[src/rtl/pwm_leg_deadtime.sv]
// pwm_leg_deadtime
//   One PWM leg of the phase-shifted modulator. The incoming triangular
//   carrier is compared against the active duty reference, and the result
//   drives a complementary high/low gate pair with a programmable dead-time.
//   Duty and dead-time are double-buffered. A write lands in a shadow, and the
//   shadow is copied to the active registers only at a carrier extreme, so a
//   reference change never splits a carrier half-period.
//
// Ports
//   clk       rising-edge clock
//   rst       asynchronous active-high reset
//   carrier   triangular carrier sample, 0 .. 2^WIDTH-1
//   en        leg enable; low forces both gates off
//   duty_wr   one-cycle write strobe for duty_in / dead_in
//   duty_in   new duty reference
//   dead_in   new dead-time in clk cycles
//   pwm_q     registered raw comparison, carrier < active duty
//   gate_hi   high-side gate
//   gate_lo   low-side gate
//   pending   shadow holds a write not yet applied
//   upd_done  one-cycle pulse when the active registers are reloaded
module pwm_leg_deadtime #(
  parameter int unsigned WIDTH    = 6,
  parameter int unsigned DEAD_W   = 4,
  parameter int unsigned DEAD_RST = 2
) (
  input  logic              clk,
  input  logic              rst,
  input  logic [WIDTH-1:0]  carrier,
  input  logic              en,
  input  logic              duty_wr,
  input  logic [WIDTH-1:0]  duty_in,
  input  logic [DEAD_W-1:0] dead_in,
  output logic              pwm_q,
  output logic              gate_hi,
  output logic              gate_lo,
  output logic              pending,
  output logic              upd_done
);

  localparam logic [DEAD_W-1:0] DEAD_RST_V = DEAD_W'(DEAD_RST);
  localparam logic [DEAD_W-1:0] DCNT_ONE   = DEAD_W'(1);

  typedef enum logic [2:0] {
    S_OFF = 3'd0,
    S_LO  = 3'd1,
    S_DTH = 3'd2,
    S_HI  = 3'd3,
    S_DTL = 3'd4
  } state_e;

  state_e            state_q, state_d;
  logic [DEAD_W-1:0] dcnt_q, dcnt_d;
  logic [WIDTH-1:0]  duty_act_q, duty_sh_q;
  logic [DEAD_W-1:0] dead_act_q, dead_sh_q;
  logic              pending_q, upd_done_q;
  logic              extreme;
  logic              dead_zero;

  assign extreme   = (carrier == '0) || (carrier == {WIDTH{1'b1}});
  assign dead_zero = (dead_act_q == '0);

  // Stage: reference buffering and carrier comparison
  // A write that coincides with an extreme skips the shadow entirely, so the
  // newest value is never held back for a whole carrier half-period.
  always_ff @(posedge clk or posedge rst) begin
    if (rst) begin
      pwm_q      <= 1'b0;
      duty_act_q <= '0;
      dead_act_q <= DEAD_RST_V;
      duty_sh_q  <= '0;
      dead_sh_q  <= '0;
      pending_q  <= 1'b0;
      upd_done_q <= 1'b0;
    end else begin
      pwm_q <= (carrier < duty_act_q);
      if (duty_wr && extreme) begin
        duty_act_q <= duty_in;
        dead_act_q <= dead_in;
        pending_q  <= 1'b0;
        upd_done_q <= 1'b1;
      end else if (duty_wr) begin
        duty_sh_q  <= duty_in;
        dead_sh_q  <= dead_in;
        pending_q  <= 1'b1;
        upd_done_q <= 1'b0;
      end else if (extreme && pending_q) begin
        duty_act_q <= duty_sh_q;
        dead_act_q <= dead_sh_q;
        pending_q  <= 1'b0;
        upd_done_q <= 1'b1;
      end else begin
        upd_done_q <= 1'b0;
      end
    end
  end

  // Stage: gate sequencing
  always_ff @(posedge clk or posedge rst) begin
    if (rst) begin
      state_q <= S_OFF;
      dcnt_q  <= '0;
    end else begin
      state_q <= state_d;
      dcnt_q  <= dcnt_d;
    end
  end

  // The dead counter is loaded from dead_act only on entry to a dead-time
  // state, so a reference update never stretches or cuts a running interval.
  // In a dead-time state the comparator reverting aborts straight back to
  // the gate that was just released.
  always_comb begin
    state_d = state_q;
    dcnt_d  = dcnt_q;
    if (!en) begin
      state_d = S_OFF;
    end else begin
      case (state_q)
        S_OFF: begin
          if (dead_zero) begin
            state_d = S_LO;
          end else begin
            state_d = S_DTL;
            dcnt_d  = dead_act_q;
          end
        end
        S_LO: begin
          if (pwm_q) begin
            if (dead_zero) begin
              state_d = S_HI;
            end else begin
              state_d = S_DTH;
              dcnt_d  = dead_act_q;
            end
          end
        end
        S_HI: begin
          if (!pwm_q) begin
            if (dead_zero) begin
              state_d = S_LO;
            end else begin
              state_d = S_DTL;
              dcnt_d  = dead_act_q;
            end
          end
        end
        S_DTH: begin
          if (!pwm_q) begin
            state_d = S_LO;
          end else if (dcnt_q == DCNT_ONE) begin
            state_d = S_HI;
          end else begin
            dcnt_d = dcnt_q - DCNT_ONE;
          end
        end
        S_DTL: begin
          if (pwm_q) begin
            state_d = S_HI;
          end else if (dcnt_q == DCNT_ONE) begin
            state_d = S_LO;
          end else begin
            dcnt_d = dcnt_q - DCNT_ONE;
          end
        end
        default: state_d = S_OFF;
      endcase
    end
  end

  // Gates decode from the state register alone, so they cannot glitch on
  // input changes and can never be on together.
  assign gate_hi  = (state_q == S_HI);
  assign gate_lo  = (state_q == S_LO);
  assign pending  = pending_q;
  assign upd_done = upd_done_q;

endmodule

[config.mk]
export PLATFORM = sky130hd
export DESIGN_NAME = pwm_leg_deadtime
export DESIGN_NICKNAME = d
export VERILOG_FILES = /design/src/rtl/pwm_leg_deadtime.sv
export SDC_FILE = /design/constraint.sdc
export NUM_CORES = 1
export LEC_CHECK = 0
export BUFFER_PORTS_ARGS = -buffer_cell sky130_fd_sc_hd__buf_2
export CAP_MARGIN = 10
export CELL_PAD_IN_SITES_DETAIL_PLACEMENT = 1
export CELL_PAD_IN_SITES_GLOBAL_PLACEMENT = 1
export CORE_MARGIN = 2
export CORE_UTILIZATION = 47
export CTS_CLUSTER_DIAMETER = 100
export DETAILED_ROUTE_END_ITERATION = 16
export GPL_TIMING_DRIVEN = 0
export MAX_ROUTING_LAYER = met4
export PLACE_DENSITY = 0.92
export SYNTH_ARGS = -nofsm -noshare
export SYNTH_HDL_FRONTEND = slang
export SYNTH_SLANG_ARGS = --single-unit
[constraint.sdc]
create_clock -name clk -period 3.8 [get_ports clk]
set_input_delay 0.76 -clock clk [delete_from_list [all_inputs] [get_ports clk]]
set_output_delay 0.76 -clock clk [all_outputs]
set_load 0.1 [all_outputs]
Yosys cells after proc, flatten, opt, wreduce, memory -nomap -nowiden

Index checks and enable logic that the tools add are counted.

Bits in registers: 30
Input bits: 20
Output and inout port bits: 5
Word-level logic and storage cells: 69

Add/sub/neg operators: 1
Magnitude comparators: 1
Eq/ne operators: 15
Mux-type cells: 29
Bitwise logic cells: 1
Reductions and logical operators: 13

Operator list:

| kind                  | number |
|---|---|
| $mux W4               | 9 |
| $mux W3               | 8 |
| $pmux W4 S5           | 1 |
| $mux W6               | 3 |
| $pmux W3 S5           | 1 |
| $ne A2 B2 Y1 const B  | 4 |
| $ne A4 B4 Y1 const B  | 2 |
| $mux W1               | 7 |
| $eq A3 B2 Y1 const B  | 2 |
| $eq A6 B6 Y1 const B  | 1 |
| $logic_not A6 Y1      | 1 |
| $lt A6 B6 Y1          | 1 |
| $ne A3 B3 Y1 const B  | 2 |
| $reduce_and A6 Y1     | 1 |
| $reduce_bool A5 Y1    | 1 |
| $eq A4 B1 Y1 const B  | 1 |
| $logic_not A4 Y1      | 1 |
| $reduce_and A2 Y1     | 2 |
| $reduce_and A4 Y1     | 1 |
| $sub A4 B1 Y4 const B | 1 |
| $eq A3 B1 Y1 const B  | 1 |
| $eq A3 B3 Y1 const B  | 1 |
| $logic_not A3 Y1      | 1 |
| $reduce_bool A3 Y1    | 1 |
| other kinds (5)       | 6 |

Logic depth before layout (Yosys ltp)

Word-level depth: 6
Depth in mapped cells: 7
Mapped depth without buffers: 6

Worst setup path after synthesis

No wires, ideal clock.

Path kind: register -> output
From: register state_q[2]
To: output gate_lo
Data arrival time: 2.734 ns
Required time: 3.040 ns
Slack: 0.306 ns
Cell stages (with the launch flop): 3
Path buffers: 1
Path through: dfrtp_1 buf_6 nor3b_1

Cells in the longest elaborated chain, start to end: 1

RTL lines:

| what                   | RTL line | source |
|---|---|---|
| start, declared        | 52       | `state_e state_q, state_d;` |
| start signal, assigned | 104      | `state_q <= state_d;` |
| $eq A3 B1 Y1           | 174      | `assign gate_lo = (state_q == S_LO);` |
| end, declared          | 36       | `output logic gate_lo,` |

Every way passes these cells.

Worst setup path after layout

From: register state_q[0]
To: output gate_lo

The elaborated chain is that of the path after synthesis.

==> impl_metrics.py <==
metrics = {
    "global_route": {
        "globalRouteOverflowTotal": 0,
        "track_usage": 0.240,
        "grt_util_met1": 0.261,
        "antenna_found_initial": 0,
        "grtUsageMet2": 0.426,
        "grt_max_degree": 31,
        "grt_pass1_vias": 1521,
        "grt_pass1_wl_um": 7160,
        "met3_usage": 0.0411,
        "busiest_layer": "met2",
    },
    "yosys": {
        "ys_types": 42,
        "synthSimpleGateAreaFrac": 0.162,
        "synthAdderAreaFrac": 0.0529,
        "dominantRegCellSynth": "dfrtp_1",
        "syn_area_per_cell_sq_um": 10.1,
        "ys_seq_area_frac": 0.454,
        "synth-seq-cells": 30,
        "async_reset_ff_frac": 1.00,
        "synth_area_sq_mm": 0.00166,
        "synthCells": 164,
        "synth_top_family_by_area": "compound AO/OA/AOI/OAI gates",
        "syn-num-nets": 191,
        "synth-edff-count": 0,
        "synth.mux.area_fraction": 0.0899,
        "yosysWarnings": 0,
        "synth_xor_xnor_area_share": 0.0106,
        "synth_compound_area_frac": 0.177,
    },
    "clocking": {
        "insertion_delay_ns": 0.33,
        "cts_tree": "yes",
        "clk_pin_slew_ns": 0.10,
        "cts_max_path_buffers": 2,
        "cts_setup_buffers": 0,
        "clock_sinks": 30,
        "cts_root_buffer": "clkbuf_4",
        "cts_htree_levels": 2,
        "ctsHoldBuffers": 0,
        "ctsResizeCount": 0,
        "cts_made_buffers": 5,
    },
    "setup_path": {
        "reg2reg_depth": 4,
        "crit_type": "flop to primary output",
        "r2r_slack_ns": 1.86,
        "worstPathRequired_ns": 3.04,
        "cp_max_fo": 10,
        "rr_endpoint": "dcnt_q[1]",
        "crit_arrival_ns": 1.58,
        "reg2reg_from": "dead_act_q[0]",
        "critPathLaunchType": "flop",
        "cp-end-kind": "primary output",
    },
    "place": {
        "dp_hpwl_um": 3210,
        "finalWeightedCongestion": 0.862,
        "place_area_sq_mm": 0.00183,
        "io_buffers": 24,
    },
    "detailed_routing": {
        "wire_per_inst_um": 17.0,
        "drt_pass1_iterations": 4,
        "viasPerCell": 5.70,
        "num_vias": 1385,
        "drc_errors": 0,
        "drt-total-wl_um": 4140,
        "drtAntennaViolNets": 0,
        "drt_iter0_drc": 44,
    },
    "timing": {
        "worstMarginPinSlew_ns": 0.668,
        "rsz0062_at_grt": "false",
        "slew_headroom": 0.555,
        "finalCritPeriodShare": 0.616,
        "final_max_slew_viol_count": 0,
        "min_period_ns": 2.34,
        "hold_violations": 0,
        "tns_ns": 0,
        "setup_viol": 0,
        "clock_skew_ns": 0.00732,
        "fmax_mhz": 427,
    },
    "pwr": {
        "powerDensity_mw_per_mm2": 652,
        "leakage_nw": 0.882,
        "vdd_ir_drop_max_uv": 275,
    },
    "floorplan": {
        "initial_core_util": 0.493,
        "dieHeight_um": 63.4,
        "core_region_area_sq_mm": 0.00336,
        "die_w_um": 63.4,
        "fp.dieArea_sq_mm": 0.00402,
        "num_io_pins": 25,
        "fp-row-count": 21,
    },
    "layout": {
        "synthToLayoutAreaGrowth_pct": 16.0,
        "num_antenna_cells": 0,
        "final_util": 0.571,
        "design_area_sq_mm": 0.00192,
        "drive_gt1_frac": 0.279,
        "final_nets": 223,
    },
    "outcome": {
        "status": "finished, final reports clean",
    },
    "hold_path": {
        "hold_path.class": "input port to async pin",
    },
    "flow_run": {
        "maxCapViolations": 0,
    },
}
-- how the worst max path moves through the flow --
stage / startpoint / endpoint / slack (ns) / cells past startpoint
floorplan: state_q[2] / gate_lo / 0.31 / 2
global placement: carrier[1] / duty_act_q[4] / 1.47 / 7
detailed placement: carrier[1] / duty_act_q[1] / 1.26 / 7
CTS: state_q[0] / gate_lo / 1.44 / 3
global route: state_q[0] / gate_lo / 1.34 / 3
finish: state_q[0] / gate_lo / 1.46 / 3
-- cells in the final DEF (no fill, tap or decap), types with 3 or more instances in the layout --
master	n
o22ai_1	9
a22oi_1	3
clkbuf_4	6
mux2_2	11
and2_1	5
nor3_1	3
inv_1	10
a31oi_1	5
buf_2	24
buf_6	3
dfrtp_1	29
nor2_1	12
o21ai_0	11
a21oi_1	8
ha_1	7
nand2_1	11
clkbuf_1	4
-- where the power goes --
group,total [mW],internal (mW),switching [mW]
Combinational,0.587,0.240,0.347
Sequential,0.466,0.401,0.0651
Clock,0.201,0.0895,0.111
-- routing by layer --
metal | wire length, um | up-vias
li1 | - | 654
met1 | 1600 | 688
met2 | 2280 | 31
met3 | 135 | 12
met4 | 125 | 0
met5 | 0 | -
-- cell families (layout without fill, tap and decap cells) --
logic type	after synthesis	count (layout)
flops	30	30
buf+inv	17	50
xor+xnor	2	2
mux	13	13
fa+ha+maj	7	7
compound gates	45	45
simple gates	50	50
-- sequential cells by signal (all words and copies together) (netlist names) --
signal      count
duty_act_q      6
duty_sh_q       6
dcnt_q          4
dead_act_q      4
dead_sh_q       4
state_q         3
pending         1
pwm_q           1
upd_done        1
-- critical path, cell delays in order, from the launching register on --
cell	delay, ns
dfrtp_1	0.39
clkbuf_4	0.20
nor3b_1	0.20
buf_2	0.46
-- cell type report --
type	instances	area, sq um
tap	46	57.6
sequential	30	752
fill	427	1440
inverter	10	37.5
timing repair buffer	25	148
clock buffer	7	55.1
multi-input combinational	117	815
buffer	7	52.6
clock inverter	1	5.00
-- cell usage after synthesis (all sizes together), types with 3 or more instances --
cell type | count | area (sq um)
a21oi | 8 | 40.0
o22ai | 9 | 56.3
nor2 | 12 | 45.0
nor3 | 3 | 15.0
nand2 | 12 | 47.6
buf | 3 | 33.8
o21ai | 11 | 55.1
a31oi | 5 | 31.3
mux2 | 12 | 139
a22oi | 3 | 22.5
inv | 10 | 37.5
ha | 7 | 87.6
clkbuf | 4 | 18.8
and2 | 5 | 31.3
dfrtp | 29 | 726
-- per-stage QoR --
| stage | hold WS [ns] | cells | total power, mW | setup WS [ns] |
|---|---|---|---|---|
| final | 0.410 | 243 | 1.25 | 1.46 |
| after detailed placement | 0.495 | 234 | 1.06 | 1.26 |
| after CTS | 0.516 | 242 | 1.26 | 1.44 |
| after global routing | 0.434 | 243 | 1.35 | 1.34 |
| after floorplan | 0.465 | 164 | 0.916 | 0.306 |
| after global placement | 0.489 | 234 | 1.00 | 1.47 |
No activity file was read; power rests on OpenSTA's default activity.
